### config.mk
export PLATFORM = sky130hd
export DESIGN_NAME = chip_scan_ctrl
export DESIGN_NICKNAME = d
export VERILOG_FILES = /design/src/rtl/chip_pkg.sv /design/src/rtl/chip_rr_pick.sv /design/src/rtl/chip_scan_ctrl.sv
export SDC_FILE = /design/constraint.sdc
export NUM_CORES = 1
export LEC_CHECK = 0
export CAP_MARGIN = 10
export CORE_ASPECT_RATIO = 1.5
export CORE_MARGIN = 1.5
export CORE_UTILIZATION = 50
export DETAILED_ROUTE_END_ITERATION = 8
export PLACE_DENSITY_LB_ADDON = 0.2
export SKIP_CTS_REPAIR_TIMING = 1
export SLEW_MARGIN = 20
export SYNTH_ARGS = -nofsm -noshare
export SYNTH_HDL_FRONTEND = slang
export SYNTH_SLANG_ARGS = --single-unit
### constraint.sdc
create_clock -name clk_sys -period 6.3 [get_ports clk_sys]
set_input_delay 0.945 -clock clk_sys [delete_from_list [all_inputs] [get_ports clk_sys]]
set_output_delay 0.945 -clock clk_sys [all_outputs]
set_load 0.005 [all_outputs]
### src/rtl/chip_pkg.sv
// Shared constants, FSM encoding and the saturating magnitude helper for the
// chip scan scheduler.
package chip_pkg;

  localparam int NCH = 8;
  localparam int DW  = 16;
  localparam int IW  = $clog2(NCH);

  typedef enum logic [1:0] {
    ST_IDLE   = 2'd0,
    ST_SETTLE = 2'd1,
    ST_DWELL  = 2'd2,
    ST_NEXT   = 2'd3
  } state_e;

  localparam logic [DW-1:0] MAG_SAT = 16'h7FFF;

  function automatic logic [DW-1:0] sat_mag(input logic [DW-1:0] d);
    logic [DW-1:0] neg;
    neg = -d;
    if (!d[DW-1]) return d;
    // Only the most negative code negates back to a negative value.
    if (neg[DW-1]) return MAG_SAT;
    return neg;
  endfunction

endpackage

### src/rtl/chip_rr_pick.sv
// Combinational finder for the lowest enabled channel, either overall
// (first_i) or strictly above cur_i.
module chip_rr_pick
  import chip_pkg::*;
(
  input  logic [NCH-1:0] mask_i,
  input  logic [IW-1:0]  cur_i,
  input  logic           first_i,
  output logic [IW-1:0]  nxt_o,
  output logic           vld_o
);

  logic [NCH-1:0] cand;

  for (genvar gi = 0; gi < NCH; gi++) begin : g_cand
    assign cand[gi] = mask_i[gi] && (first_i || (IW'(gi) > cur_i));
  end

  // Descending walk so the lowest candidate is the one left standing.
  always_comb begin
    nxt_o = '0;
    vld_o = 1'b0;
    for (int i = NCH - 1; i >= 0; i--) begin
      if (cand[i]) begin
        nxt_o = IW'(i);
        vld_o = 1'b1;
      end
    end
  end

endmodule

### src/rtl/chip_scan_ctrl.sv
// Scan scheduler: walks cfg_path_sel over the enabled channels, discards
// settling samples, measures peak magnitude and publishes hit map and best.
module chip_scan_ctrl
  import chip_pkg::*;
#(
  parameter int unsigned SETTLE_SMP = 2
) (
  input  logic           clk_sys,
  input  logic           rst,
  input  logic           scan_start,
  input  logic           scan_stop,
  input  logic [NCH-1:0] cfg_chan_mask,
  input  logic [DW-1:0]  cfg_dwell,
  input  logic [DW-1:0]  cfg_chip_th,
  input  logic           cfg_scan_cont,
  input  logic [DW-1:0]  d1_data,
  input  logic           d1_vld,
  output logic [7:0]     cfg_path_sel,
  output logic           scan_busy,
  output logic           scan_done,
  output logic [NCH-1:0] hit_map,
  output logic [IW-1:0]  peak_chan,
  output logic [DW-1:0]  peak_val
);

  localparam logic [DW-1:0] SETTLE_LAST = DW'(SETTLE_SMP - 1);

  state_e         state_q, state_d;
  logic [IW-1:0]  path_q, path_d;
  logic [NCH-1:0] mask_q, mask_d;
  logic [DW-1:0]  dwell_q, dwell_d;
  logic [DW-1:0]  th_q, th_d;
  logic           cont_q, cont_d;
  logic [DW-1:0]  cnt_q, cnt_d;
  logic [DW-1:0]  chan_peak_q, chan_peak_d;
  logic [NCH-1:0] hit_work_q, hit_work_d;
  logic [IW-1:0]  best_chan_q, best_chan_d;
  logic [DW-1:0]  best_val_q, best_val_d;
  logic [NCH-1:0] hit_map_q, hit_map_d;
  logic [IW-1:0]  peak_chan_q, peak_chan_d;
  logic [DW-1:0]  peak_val_q, peak_val_d;
  logic           done_q, done_d;

  logic [IW-1:0]  first_idx, next_idx;
  logic           first_vld, next_vld;
  logic [DW-1:0]  mag;
  logic           launch;
  logic [NCH-1:0] hit_upd;
  logic [IW-1:0]  best_chan_upd;
  logic [DW-1:0]  best_val_upd;

  chip_rr_pick u_pick_first (
    .mask_i (cfg_chan_mask),
    .cur_i  ('0),
    .first_i(1'b1),
    .nxt_o  (first_idx),
    .vld_o  (first_vld)
  );

  chip_rr_pick u_pick_next (
    .mask_i (mask_q),
    .cur_i  (path_q),
    .first_i(1'b0),
    .nxt_o  (next_idx),
    .vld_o  (next_vld)
  );

  assign mag = sat_mag(d1_data);

  // Scan-completion view of the working results including the current channel.
  always_comb begin
    hit_upd = hit_work_q;
    if (chan_peak_q >= th_q) hit_upd[path_q] = 1'b1;
    best_chan_upd = best_chan_q;
    best_val_upd  = best_val_q;
    if (chan_peak_q > best_val_q) begin
      best_chan_upd = path_q;
      best_val_upd  = chan_peak_q;
    end
  end

  always_comb begin
    state_d     = state_q;
    path_d      = path_q;
    mask_d      = mask_q;
    dwell_d     = dwell_q;
    th_d        = th_q;
    cont_d      = cont_q;
    cnt_d       = cnt_q;
    chan_peak_d = chan_peak_q;
    hit_work_d  = hit_work_q;
    best_chan_d = best_chan_q;
    best_val_d  = best_val_q;
    hit_map_d   = hit_map_q;
    peak_chan_d = peak_chan_q;
    peak_val_d  = peak_val_q;
    done_d      = 1'b0;
    launch      = 1'b0;

    if (state_q != ST_IDLE && scan_stop) begin
      state_d = ST_IDLE;
    end else begin
      case (state_q)
        ST_IDLE: begin
          if (scan_start && !scan_stop) begin
            if (first_vld) begin
              launch = 1'b1;
            end else begin
              done_d      = 1'b1;
              hit_map_d   = '0;
              peak_chan_d = '0;
              peak_val_d  = '0;
            end
          end
        end
        ST_SETTLE: begin
          if (d1_vld) begin
            if (cnt_q == SETTLE_LAST) begin
              cnt_d   = '0;
              state_d = ST_DWELL;
            end else begin
              cnt_d = cnt_q + 1'b1;
            end
          end
        end
        ST_DWELL: begin
          if (d1_vld) begin
            if (mag > chan_peak_q) chan_peak_d = mag;
            if (cnt_q == dwell_q - 1'b1) begin
              cnt_d   = '0;
              state_d = ST_NEXT;
            end else begin
              cnt_d = cnt_q + 1'b1;
            end
          end
        end
        ST_NEXT: begin
          hit_work_d  = hit_upd;
          best_chan_d = best_chan_upd;
          best_val_d  = best_val_upd;
          if (next_vld) begin
            path_d      = next_idx;
            chan_peak_d = '0;
            cnt_d       = '0;
            state_d     = ST_SETTLE;
          end else begin
            hit_map_d   = hit_upd;
            peak_chan_d = best_chan_upd;
            peak_val_d  = best_val_upd;
            done_d      = 1'b1;
            if (cont_q && first_vld) launch = 1'b1;
            else state_d = ST_IDLE;
          end
        end
        default: state_d = ST_IDLE;
      endcase
    end

    // Shared by a fresh start and a continuous-mode restart.
    if (launch) begin
      mask_d      = cfg_chan_mask;
      dwell_d     = (cfg_dwell == '0) ? DW'(1) : cfg_dwell;
      th_d        = cfg_chip_th;
      cont_d      = cfg_scan_cont;
      path_d      = first_idx;
      cnt_d       = '0;
      chan_peak_d = '0;
      hit_work_d  = '0;
      best_chan_d = first_idx;
      best_val_d  = '0;
      state_d     = ST_SETTLE;
    end
  end

  always_ff @(posedge clk_sys) begin
    if (rst) begin
      state_q     <= ST_IDLE;
      path_q      <= '0;
      mask_q      <= '0;
      dwell_q     <= '0;
      th_q        <= '0;
      cont_q      <= 1'b0;
      cnt_q       <= '0;
      chan_peak_q <= '0;
      hit_work_q  <= '0;
      best_chan_q <= '0;
      best_val_q  <= '0;
      hit_map_q   <= '0;
      peak_chan_q <= '0;
      peak_val_q  <= '0;
      done_q      <= 1'b0;
    end else begin
      state_q     <= state_d;
      path_q      <= path_d;
      mask_q      <= mask_d;
      dwell_q     <= dwell_d;
      th_q        <= th_d;
      cont_q      <= cont_d;
      cnt_q       <= cnt_d;
      chan_peak_q <= chan_peak_d;
      hit_work_q  <= hit_work_d;
      best_chan_q <= best_chan_d;
      best_val_q  <= best_val_d;
      hit_map_q   <= hit_map_d;
      peak_chan_q <= peak_chan_d;
      peak_val_q  <= peak_val_d;
      done_q      <= done_d;
    end
  end

  assign cfg_path_sel = 8'(path_q);
  assign scan_busy    = (state_q != ST_IDLE);
  assign scan_done    = done_q;
  assign hit_map      = hit_map_q;
  assign peak_chan    = peak_chan_q;
  assign peak_val     = peak_val_q;

endmodule

======== Yosys cells after proc, flatten, opt, wreduce, memory -nomap -nowiden ========
Index checks and enable logic that the tools add are counted.
storage, ports and cells
  bits in read-only memories .............. 0
  output and inout bits ................... 37
  bits in latches ......................... 0
  RAM bits ................................ 0
  flip-flop bits (word level) ............. 133
  memories ................................ 0
  input bits .............................. 62
cells by class
  shift operators ......................... 0
  equal/unequal tests ..................... 21
  order comparisons ....................... 13
  $mul .................................... 0
  divide/modulo/power cells ............... 0
  add/subtract/negate cells ............... 3
  mux-type cells .......................... 91
  bitwise gates (word level) .............. 2
  reductions and logical operators ........ 33
operators by type and width
  cell                     number
  $mux W16                 16
  $mux W3                  27
  $pmux W16 S2             2
  $pmux W16 S3             1
  $gt A16 B16 Y1           2
  $mux W8                  4
  $mux W1                  29
  $ne A2 B2 Y1 const B     10
  $add A16 B1 Y16 const B  1
  $eq A16 B1 Y1 const B    1
  $eq A16 B16 Y1           1
  $ge A16 B16 Y1           1
  $logic_not A16 Y1        1
  $ne A4 B4 Y1 const B     4
  $neg A16 Y16             1
  $pmux W8 S2              1
  $sub A16 B1 Y16 const B  1
  $reduce_and A5 Y1        3
  $gt A3 B3 Y1 const A     4
  $logic_and A1 B1 Y1      12
  $mux W2                  6
  $reduce_and A6 Y1        2
  $reduce_bool A2 Y1       5
  $or A8 B8 Y8             1
  other kinds (21)         27

======== Longest topological paths before layout ========
Gate-level depths: netlist (run 1).
  depth after elaboration ................. 15
  gate-level depth with buffers ........... 16
  depth with buffers taken out ............ 15

======== Modules after synthesis ========
From an unflattened synthesis (run 1), not the netlist that was laid out.
second synthesis, totals
  cell total of the unflattened synthesis .. 998
  area, all modules ....................... 7,928.9 um^2
by module, submodules not included
  module          instances  cells each  area each (um^2)
  chip_scan_ctrl  1          924         7,455.9
  chip_rr_pick    2          37          236.5

======== Worst setup path before layout (run 1) ========
OpenSTA, ideal clock, no wires.
  path kind ............................... input to register
  start ................................... in d1_data[12]
  end ..................................... reg chan_peak_q[4]
  buffers on the path ..................... 2
  slack ................................... 2,526 ps
  stages on the path ...................... 16
  setup time .............................. 117 ps
  data required time ...................... 6,183 ps
  arrival ................................. 3,656 ps
  cell sequence ........................... or4_1 -> nor2_1 -> nand4b_1 -> clkbuf_1 -> nand2_1 -> inv_1 -> ha_1 -> nor2b_1 -> o21a_1 -> o21ai_0 -> a21oi_1 -> o31ai_1 -> a221oi_1 -> o21ai_1 -> clkbuf_1 -> a32o_1
between the ends
  cells in the longest elaborated chain, start to end .. 8
  elaborated cells between the ends (all ways) .. 13
  those cells by class .................... add/sub (1); order compare (1); eq/ne (1); mux (9); reduce/logical (1)
ends and longest elaborated chain
  what                                                                line                   source
  start: declaration                                                  chip_scan_ctrl.sv:16   input logic [DW-1:0] d1_data,
  $neg A16 Y16                                                        chip_pkg.sv:20         neg = -d;
  $mux W1 (2 in series)                                               chip_pkg.sv:23         if (neg[DW-1]) return MAG_SAT;
  $mux W16                                                            chip_pkg.sv:24         return neg;
  $mux W16 (*)                                                        chip_pkg.sv:23
  $gt A16 B16 Y1 or $mux W16 (tied branches)                          chip_scan_ctrl.sv:128  if (mag > chan_peak_q) chan_peak_d = mag;
  $ne A2 B2 Y1 (no source line) or $mux W16 (tied branches)           -
  $reduce_and A5 Y1 (no source line) or $pmux W16 S2 (tied branches)  -
  end signal: assignment                                              chip_scan_ctrl.sv:200  chan_peak_q <= chan_peak_d;
  end: declaration                                                    chip_scan_ctrl.sv:35   logic [DW-1:0] chan_peak_q, chan_peak_d;
Every way passes the cells marked *; elsewhere a longest branch is shown, timed or not. The select of a mux whose other input is x is not followed.
A chain may end at the register's enable or synchronous reset.

======== Worst setup path after layout (run 1) ========
  start ................................... in d1_data[3]
  end ..................................... reg chan_peak_q[13]
The elaborated chain is that of the path after synthesis.

==> flow_summary_export.csv, run 1 <==
group,metric,value,unit
timing,hold_violations,0,
detailed_routing,drt_pass1_iterations,5,
clock_network,h-tree-depth,4,
detailed_routing,wl,19400,um
detailed_routing,post_drt_wl_per_cell,16.1,um
worst_setup_path,critPathSlowestCell,"o21ai_1",
grt,gr-usage-all-layers,0.257,
synthesis,yosys.cell_types.count,76,
detailed_routing,vias,6807,
synthesis,syn_area_per_cell,8.17,sq um
detailed_routing,drc_errors,0,
synthesis,synth_largest_area_cell,"dfxtp_1",
worst_setup_path,crit_path_cell_trace,"clkdlybuf4s50_1, nor3_1, and3_1, nand4b_1, o211ai_1, ha_1, nor2b_1, o21a_1, o21ai_0, a21oi_1, o31ai_1, a221oi_1, o21ai_1, buf_4, a32o_1",
grt,overflow,0,
finish,n_antenna_cell,0,
place,place.gp.congestion,0.847,
flow_run,cap_violations,0,
synthesis,syn_area,7540,sq um
grt,grt_pass1_vias,6695,
timing,max_slew_margin,0.414,
synthesis,synthTopCellsByArea,"dfxtp_1 (35%), ha_1 (9.0%), a21oi_1 (6.5%)",
timing,tightestPinTransition,0.879,ns
synthesis,ys_top_cells_by_count,"dfxtp_1 (131), nand2_1 (103), a21oi_1 (98), nor2_1 (77), inv_1 (59)",
clock_network,cts-root-buf,"clkbuf_16",
place,dpl.cell_count,1174,
die,fp.dieH,153,um
timing,finalCriticalPeriod,4.68,ns
synthesis,ys_warn_count,0,
worst_setup_path,crit_path_max_fanout,13,
pwr,p_sw_frac,0.330,
finish,fin_util,0.633,
pwr,p_int,2080,uW
synthesis,synth-seq-cells,131,
synthesis,synth_edf_count,0,
synthesis,synth_cells,924,
synthesis,synth_ff_type,"dfxtp_1",
grt,grt_max_degree,47,
pwr,cellPowerDensity,334,nW/um^2
die,coreArea,14700,sq um
die,fp.dieArea,15900,sq um
clock_network,cts_tree,"done",
clock_network,cts_made_buffers,17,
pwr,p_comb_frac,0.301,
worst_setup_path,end_kind,"flip-flop",
die,die_x,103,um
clock_network,clkLatencyLatePin,0.42,ns
timing,rsz0062_at_grt,"no",
detailed_routing,vias_per_cell,5.64,
synthesis,yosysSeqAreaShare,0.348,
pwr,switchingPower,1020,uW
die,initial_core_util,0.515,
finish,nets,1113,
worst_setup_path,start_kind,"primary input",
timing,max_freq,214,MHz
timing,timing.final.crit_share,0.743,
place,port_buffers,93,
clock_network,clock-sinks,131,
place,dpl.hpwl,14200,um
worst_setup_path,required,6.65,ns
finish,stdcell_count,1206,
finish,syn_to_final_growth,22.9,%
timing,report.final.slew_viol_count,0,
timing,skew,0.00914,ns
detailed_routing,drtIter0Drc,228,
worst_setup_path,crit_type,"in2reg",
worst_setup_path,cp_data_arrival_time,5.03,ns
synthesis,synth.top_cell.area_share,0.348,
pwr,p_seq_frac,0.328,
min_path,hold_path.class,"reg2reg",
synthesis,synth.most_common_cell,"dfxtp_1",
worst_setup_path,cpPeakStageDelay,0.47,ns
pwr,peakVddDrop,152,uV
detailed_routing,antenna_left,0,
synthesis,synth-async-reset-ratio,0,
clock_network,clock_path_buffers,2,
pwr,clkPwrFrac,0.371,
timing,setup_viol,0,
die,rows,54,
run_status,outcome,"finished, final reports clean",
pwr,p_leak,0.00357,uW
finish,drive_gt1_frac,0.0634,
grt,antenna_found_initial,0,
die,io_pins,99,
timing,setup_tns,0,ns
grt,grt_pass1_wl,32000,um
clock_network,path_clk_slew,0.06,ns
metrics by stage:
step	hold slack [ns]	total power (uW)	setup slack, ns	instance area, sq um
finish	0.449	3100	1.62	9270
global route	0.478	3260	1.05	9270
CTS	0.455	3100	1.61	9260
detailed placement	0.442	1950	1.17	8570
global placement	0.440	1940	1.28	8570
floorplan	0.436	1700	2.53	7560
worst max-delay path, delay by kind of cell:
family | cells | cell delay (ns)
buffers and inverters | 2 | 0.72
AO/OA/AOI/OAI | 8 | 1.74
adder cells (fa/ha/maj) | 1 | 0.30
AND/OR/NAND/NOR | 4 | 1.32
layout by cell type, fill, tap and decap left out, drive strengths merged, types with 4 or more instances in the layout:
cell type,n
dfxtp,131
nand2,103
a21oi,98
clkdlybuf4s50,93
nor2,78
inv,59
ha,54
o21ai,40
nand3,25
xor2,23
clkbuf,20
xnor2,19
a21o,19
mux2i,18
nand4,17
a32o,15
nor3,15
nor4,14
nor2b,13
a22o,12
a31oi,11
a22oi,10
buf,9
nor3b,9
a211oi,8
and3,7
o31ai,6
or3,6
o211ai,6
nand2b,6
bufinv,6
conb,5
and4,4
clkinv,4
layout make-up:
class                      count  area, sq um
fill                        1294         5390
multi-input combinational    686         4490
sequential                   131         2620
timing repair buffer         102          998
clock buffer                  20          467
tap                          196          245
clock inverter                12          226
inverter                      59          221
cells by family after synthesis:
logic type / share of synthesized area
compound gates: 0.215
xor+xnor: 0.0488
fa+ha+maj: 0.0896
buf+inv: 0.0624
flops: 0.348
mux: 0.0269
other cells: 0.000497
simple gates: 0.209
power by group through the flow:
stage	Combinational [uW]	Sequential, uW	Clock, uW
after global placement	906	1030	0
after detailed placement	918	1030	0
after floorplan	715	982	0
after CTS	927	1010	1160
after global routing	1040	1030	1200
final	932	1020	1150
sequential cells by signal (all words and copies together), names as in the netlist:
register	count
best_val_q	16
cnt_q	16
dwell_q	16
peak_val	16
th_q	16
chan_peak_q	15
hit_map	8
hit_work_q	8
mask_q	7
best_chan_q	3
path_q	3
peak_chan	3
state_q	2
cont_q	1
scan_done	1
final timing paths:
path | start | to | slack [ns] | cells after the start
setup / recovery | d1_data[3] | chan_peak_q[13]$_SDFFE_PP0P_ | 1.62 | 15
hold / removal | peak_val[2]$_SDFFE_PP0P_ | peak_val[2]$_SDFFE_PP0P_ | 0.45 | 2
setup reg to reg | chan_peak_q[13]$_SDFFE_PP0P_ | best_chan_q[0]$_SDFFE_PP0P_ | 2.96 | 10
hold reg to reg | peak_val[2]$_SDFFE_PP0P_ | peak_val[2]$_SDFFE_PP0P_ | 0.45 | 2
per-layer routing:
| layer | vias up | track usage | share of wire |
|---|---|---|---|
| met1 | 3192 | 0.294 | 0.41 |
| met5 | - | 0 | 0 |
| met2 | 144 | 0.457 | 0.52 |
| met3 | 36 | 0.0430 | 0.033 |
| met4 | 0 | 0.113 | 0.028 |
| li1 | 3435 | - | - |
(Power assumes the default switching activity.)
==> inputs of run 2 (changes only) <==
clock period = 3.99 ns   (was 6.3 ns; I/O delays follow)
==> run 2 against run 1 <==
Final cell count grew 2.2%. Core utilization grew 0.85 points. Global-route usage grew 0.40 points. Clock power grew 42%. Via count grew 3.5%. First-iteration DRC count grew 41%. Die area is the same. Final area grew 1.3%. Sequential share of layout area shrank 0.38 points. Wire length grew 3.5%. Critical endpoint is now chan_peak_q[12]$_SDFFE_PP0P_. Largest power group unchanged. Highest routed layer unchanged.
==> flow_summary_export.csv, run 2 (synthesized netlist as in run 1, its figures left out) <==
group,metric,value,unit
run_status,outcome,"finished, final reports clean",
clock_network,cts-root-buf,"clkbuf_16",
worst_setup_path,r2r_end,"path_q[2]$_SDFFE_PP0P_",
detailed_routing,drc_errors,0,
place,pre_cts_ws,-0.232,ns
finish,layout_commonest_cell,"dfxtp_1",
worst_setup_path,crit_type,"in2reg",
grt,gr-usage-all-layers,0.261,
die,die_x,103,um
finish,stdcell_count,1232,
timing,max_freq,278,MHz
grt,grt_pass1_wl,32700,um
die,initial_core_util,0.515,
timing,setup_viol,0,
timing,hold_violations,0,
finish,nets,1139,
pwr,p_int,3100,uW
detailed_routing,drtIter0Drc,321,
finish,final_cell_mix,"dfxtp_1 (131), nand2_1 (103), a21oi_1 (98)",
worst_setup_path,crit_path_max_fanout,15,
worst_setup_path,reg2reg_from,"path_q[1]$_SDFFE_PP0P_",
clock_network,clkLatencyLatePin,0.42,ns
worst_setup_path,critPathSlowestCell,"clkdlybuf4s50_1",
place,dpl.cell_count,1199,
clock_network,path_clk_slew,0.06,ns
die,rows,54,
timing,skew,0.00975,ns
pwr,peakVddDrop,271,uV
pwr,switchingPower,1660,uW
worst_setup_path,crit_path_cell_trace,"clkdlybuf4s50_1, nor4_1, buf_4, nand3_1, and3_1, o21ai_0, ha_1, a21o_1, a21o_1, a21oi_1, nor2_1, a211oi_1, a221oi_1, nor3b_4, buf_12, a32o_1",
die,fp.dieH,153,um
grt,overflow,0,
clock_network,cts_tree,"done",
worst_setup_path,reg2reg_slack,0.74,ns
flow_run,cap_violations,0,
worst_setup_path,cp_data_arrival_time,3.90,ns
clock_network,h-tree-depth,4,
timing,setup_tns,0,ns
pwr,clkPwrFrac,0.343,
timing,tightestPinTransition,0.735,ns
finish,drive_gt1_frac,0.0859,
pwr,p_seq_frac,0.335,
worst_setup_path,start_kind,"primary input",
timing,fin_ws,0.393,ns
detailed_routing,post_drt_wl_per_cell,16.3,um
pwr,cellPowerDensity,506,nW/um^2
grt,grt_pass1_vias,6977,
detailed_routing,vias_per_cell,5.72,
detailed_routing,drt_pass1_iterations,5,
pwr,p_leak,0.00365,uW
worst_setup_path,end_kind,"flip-flop",
min_path,hold-path-cell-count,2,
place,port_buffers,93,
place,dpl.hpwl,14600,um
worst_setup_path,cpPeakStageDelay,0.42,ns
clock_network,cts_made_buffers,17,
pwr,p_comb_frac,0.322,
timing,max_slew_margin,0.508,
die,fp.dieArea,15900,sq um
timing,timing.final.crit_share,0.902,
timing,report.final.slew_viol_count,0,
grt,grt_max_degree,46,
worst_setup_path,critical_path.most_common_cell,"a21o_1",
timing,finalCriticalPeriod,3.60,ns
place,place.gp.congestion,0.841,
min_path,min_delay_worst_endpoint,"peak_val[11]$_SDFFE_PP0P_",
pwr,power,4750,uW
worst_setup_path,required,4.29,ns
die,coreArea,14700,sq um
clock_network,clock_path_buffers,2,
min_path,hold_path.class,"reg2reg",
detailed_routing,vias,7048,
finish,n_antenna_cell,0,
detailed_routing,antenna_left,0,
detailed_routing,wl,20100,um
worst_setup_path,r2r_cells,9,
die,io_pins,99,
clock_network,clock-sinks,131,
finish,syn_to_final_growth,24.6,%
min_path,hold_start,"peak_val[11]$_SDFFE_PP0P_",
finish,fin_util,0.641,
grt,antenna_found_initial,0,
pwr,p_sw_frac,0.348,
==> run 2: cell types whose count changed in the layout (fill, tap and decap cells not counted) <==
cell / delta
nor3_1: +1
buf_12: +1
clkinvlp_4: +3
inv_6: +4
clkinv_4: -2
bufinv_16: -3
buf_4: +25
nor3_2: -1
clkbuf_8: -2
==> run 2: power groups by stage <==
stage          logic [uW]  registers [uW]  clock network (uW)
6_report             1530            1590                1630
5_1_grt              1690            1610                1710
4_1_cts              1520            1590                1640
3_5_place_dp         1510            1620                   0
3_3_place_gp         1490            1610                   0
2_1_floorplan        1130            1550                   0
==> run 2: critical path: cells and delay by family <==
kind,cells,cell delay [ns]
AO/OA/AOI/OAI,7,1.31
adder cells (fa/ha/maj),1,0.31
buffers and inverters,3,0.77
AND/OR/NAND/NOR,5,0.91
==> run 2: worst max-delay path by stage <==
stage                     start                      endpoint  slack (ns)  cells past startpoint
CTS                  d1_data[7]  chan_peak_q[13]$_SDFFE_PP0P_        0.19                     14
detailed placement   d1_data[7]   chan_peak_q[0]$_SDFFE_PP0P_       -0.23                     14
finish               d1_data[7]  chan_peak_q[12]$_SDFFE_PP0P_        0.39                     16
global route         d1_data[7]  chan_peak_q[13]$_SDFFE_PP0P_       -0.02                     15
global placement     d1_data[7]  chan_peak_q[10]$_SDFFE_PP0P_       -0.13                     14
floorplan           d1_data[12]   chan_peak_q[4]$_SDFFE_PP0P_        0.56                     16
==> run 2: routing by layer <==
layer  up-vias  GRT usage  routed length (um)
li1       3492          -                   -
met1      3351      0.298                8060
met2       162      0.471               10700
met3        43     0.0352                 673
met4         0      0.113                 716
met5         -          0                   0
==> run 2: area by class of cell <==
class	count	area [sq um]
inverters	59	221
clock buffers	18	439
fillers	1331	5260
flip-flops and latches	131	2620
clock inverters	14	176
well taps	196	245
repair buffers	128	1210
multi-input cells	686	4490
==> run 2: per-stage QoR <==
step / area [sq um] / hold slack, ns
after detailed placement: 8750 / 0.447
after CTS: 9370 / 0.458
after global placement: 8750 / 0.438
final: 9400 / 0.458
after global routing: 9400 / 0.475
after floorplan: 7560 / 0.436
==> inputs of run 3 (changes only) <==
SLEW_MARGIN = 15   (was 20)
==> run 3 against run 2 <==
Total power about the same. Clock power about the same. Critical path depth unchanged. First-iteration DRC count down 19%. Global-route usage unchanged. Non-clock buffer count unchanged. Register-to-register slack worse by 0.03 ns. Wire length down 0.17%. Die area unchanged. Combinational power about the same. Highest routed layer unchanged.
==> flow_summary_export.csv, run 3 (synthesized netlist as in run 1, its figures left out) <==
group,metric,value,unit
finish,final_design_area_no_fill,9390,sq um
finish,nets,1139,
worst_setup_path,crit_path_max_fanout,15,
clock_network,clock-sinks,131,
timing,tightestPinTransition,1.17,ns
min_path,hold_path.class,"reg2reg",
timing,skew,0.00954,ns
grt,grt_max_degree,46,
detailed_routing,antenna_left,0,
die,fp.dieH,153,um
finish,fill_cells,1331,
clock_network,cts_made_buffers,17,
run_status,outcome,"finished, final reports clean",
grt,grt_pass1_wl,32700,um
place,dpl.hpwl,14600,um
detailed_routing,post_drt_wl_per_cell,16.3,um
place,port_buffers,93,
grt,gr-usage-all-layers,0.261,
timing,max_slew_margin,0.218,
clock_network,clkLatencyLatePin,0.42,ns
die,initial_core_util,0.515,
timing,timing.final.crit_share,0.901,
pwr,p_leak,0.00364,uW
worst_setup_path,crit_type,"in2reg",
grt,grt_pass1_vias,6977,
die,fp.dieArea,15900,sq um
timing,report.final.slew_viol_count,0,
die,die_x,103,um
flow_run,cap_violations,0,
finish,n_antenna_cell,0,
clock_network,cts-root-buf,"clkbuf_16",
finish,drive_gt1_frac,0.0859,
finish,stdcell_count,1232,
die,io_pins,99,
worst_setup_path,required,4.30,ns
finish,syn_to_final_growth,24.5,%
clock_network,h-tree-depth,4,
finish,final_cell_mix,"dfxtp_1 (131), nand2_1 (103), a21oi_1 (98)",
grt,overflow,0,
timing,setup_viol,0,
detailed_routing,vias,7034,
grt,antenna_found_initial,0,
timing,finalCriticalPeriod,3.59,ns
worst_setup_path,end_kind,"flip-flop",
place,placed_area,8750,sq um
timing,max_freq,278,MHz
detailed_routing,wl,20100,um
clock_network,clock_path_buffers,2,
timing,hold_violations,0,
die,coreArea,14700,sq um
place,dpl.cell_count,1199,
worst_setup_path,start_kind,"primary input",
place,place.gp.congestion,0.841,
worst_setup_path,cp_data_arrival_time,3.90,ns
pwr,cellPowerDensity,506,nW/um^2
detailed_routing,drtIter0Drc,259,
detailed_routing,drc_errors,0,
clock_network,path_clk_slew,0.06,ns
die,rows,54,
detailed_routing,drt_pass1_iterations,5,
finish,layout_commonest_cell,"dfxtp_1",
pwr,peakVddDrop,271,uV
detailed_routing,vias_per_cell,5.71,
clock_network,cts_tree,"done",
## run 3: cell counts in the layout (fill, tap and decap cells not counted)
No cell type changed its count.
## run 3: routing by layer
| metal | wire length [um] | global-route usage |
|---|---|---|
| met5 | 0 | 0 |
| met4 | 734 | 0.113 |
| met3 | 686 | 0.0352 |
| met2 | 10600 | 0.471 |
| met1 | 8070 | 0.298 |
## run 3: path summary, 6_finish.rpt
check	start	to	slack, ns	cells after the start
hold / removal	peak_val[11]$_SDFFE_PP0P_	peak_val[11]$_SDFFE_PP0P_	0.46	2
setup reg to reg	path_q[1]$_SDFFE_PP0P_	dwell_q[15]$_SDFFE_PP0P_	0.71	6
hold reg to reg	peak_val[11]$_SDFFE_PP0P_	peak_val[11]$_SDFFE_PP0P_	0.46	2
setup / recovery	d1_data[7]	chan_peak_q[12]$_SDFFE_PP0P_	0.40	16
## run 3: final cells by class
class                           count  area (sq um)  share of cell area
Multi-Input combinational cell    686          4480               0.477
Sequential cell                   131          2620               0.279
Timing Repair Buffer              128          1210               0.128
Clock buffer                       18           439              0.0468
Tap cell                          196           245              0.0261
Inverter                           59           221              0.0236
Clock inverter                     14           176              0.0188
## run 3: stage by stage
stage,utilization,worst slack [ns],TNS [ns],hold slack [ns],power (uW)
2_1_floorplan,-,0.563,0,0.436,2680
3_3_place_gp,0.597,-0.128,-1.90,0.438,3110
3_5_place_dp,0.597,-0.232,-3.31,0.447,3130
4_1_cts,0.639,0.195,0,0.458,4750
5_1_grt,0.640,-0.0153,-0.0544,0.475,5000
6_report,0.640,0.397,0,0.458,4750
## run 3: report_power, final
group          internal [uW]  switching [uW]  total, uW
clock network           1010             625       1630
logic                    659             869       1530
registers               1430             159       1590
total                   3100            1650       4750
## run 3: critical path, stage by stage
cell             delay (ns)
clkdlybuf4s50_1        0.42
nor4_1                 0.35
buf_4                  0.17
nand3_1                0.11
and3_1                 0.21
o21ai_0                0.27
ha_1                   0.31
a21o_1                 0.16
a21o_1                 0.17
a21oi_1                0.15
nor2_1                 0.05
a211oi_1               0.21
a221oi_1               0.15
nor3b_4                0.19
buf_12                 0.18
a32o_1                 0.20
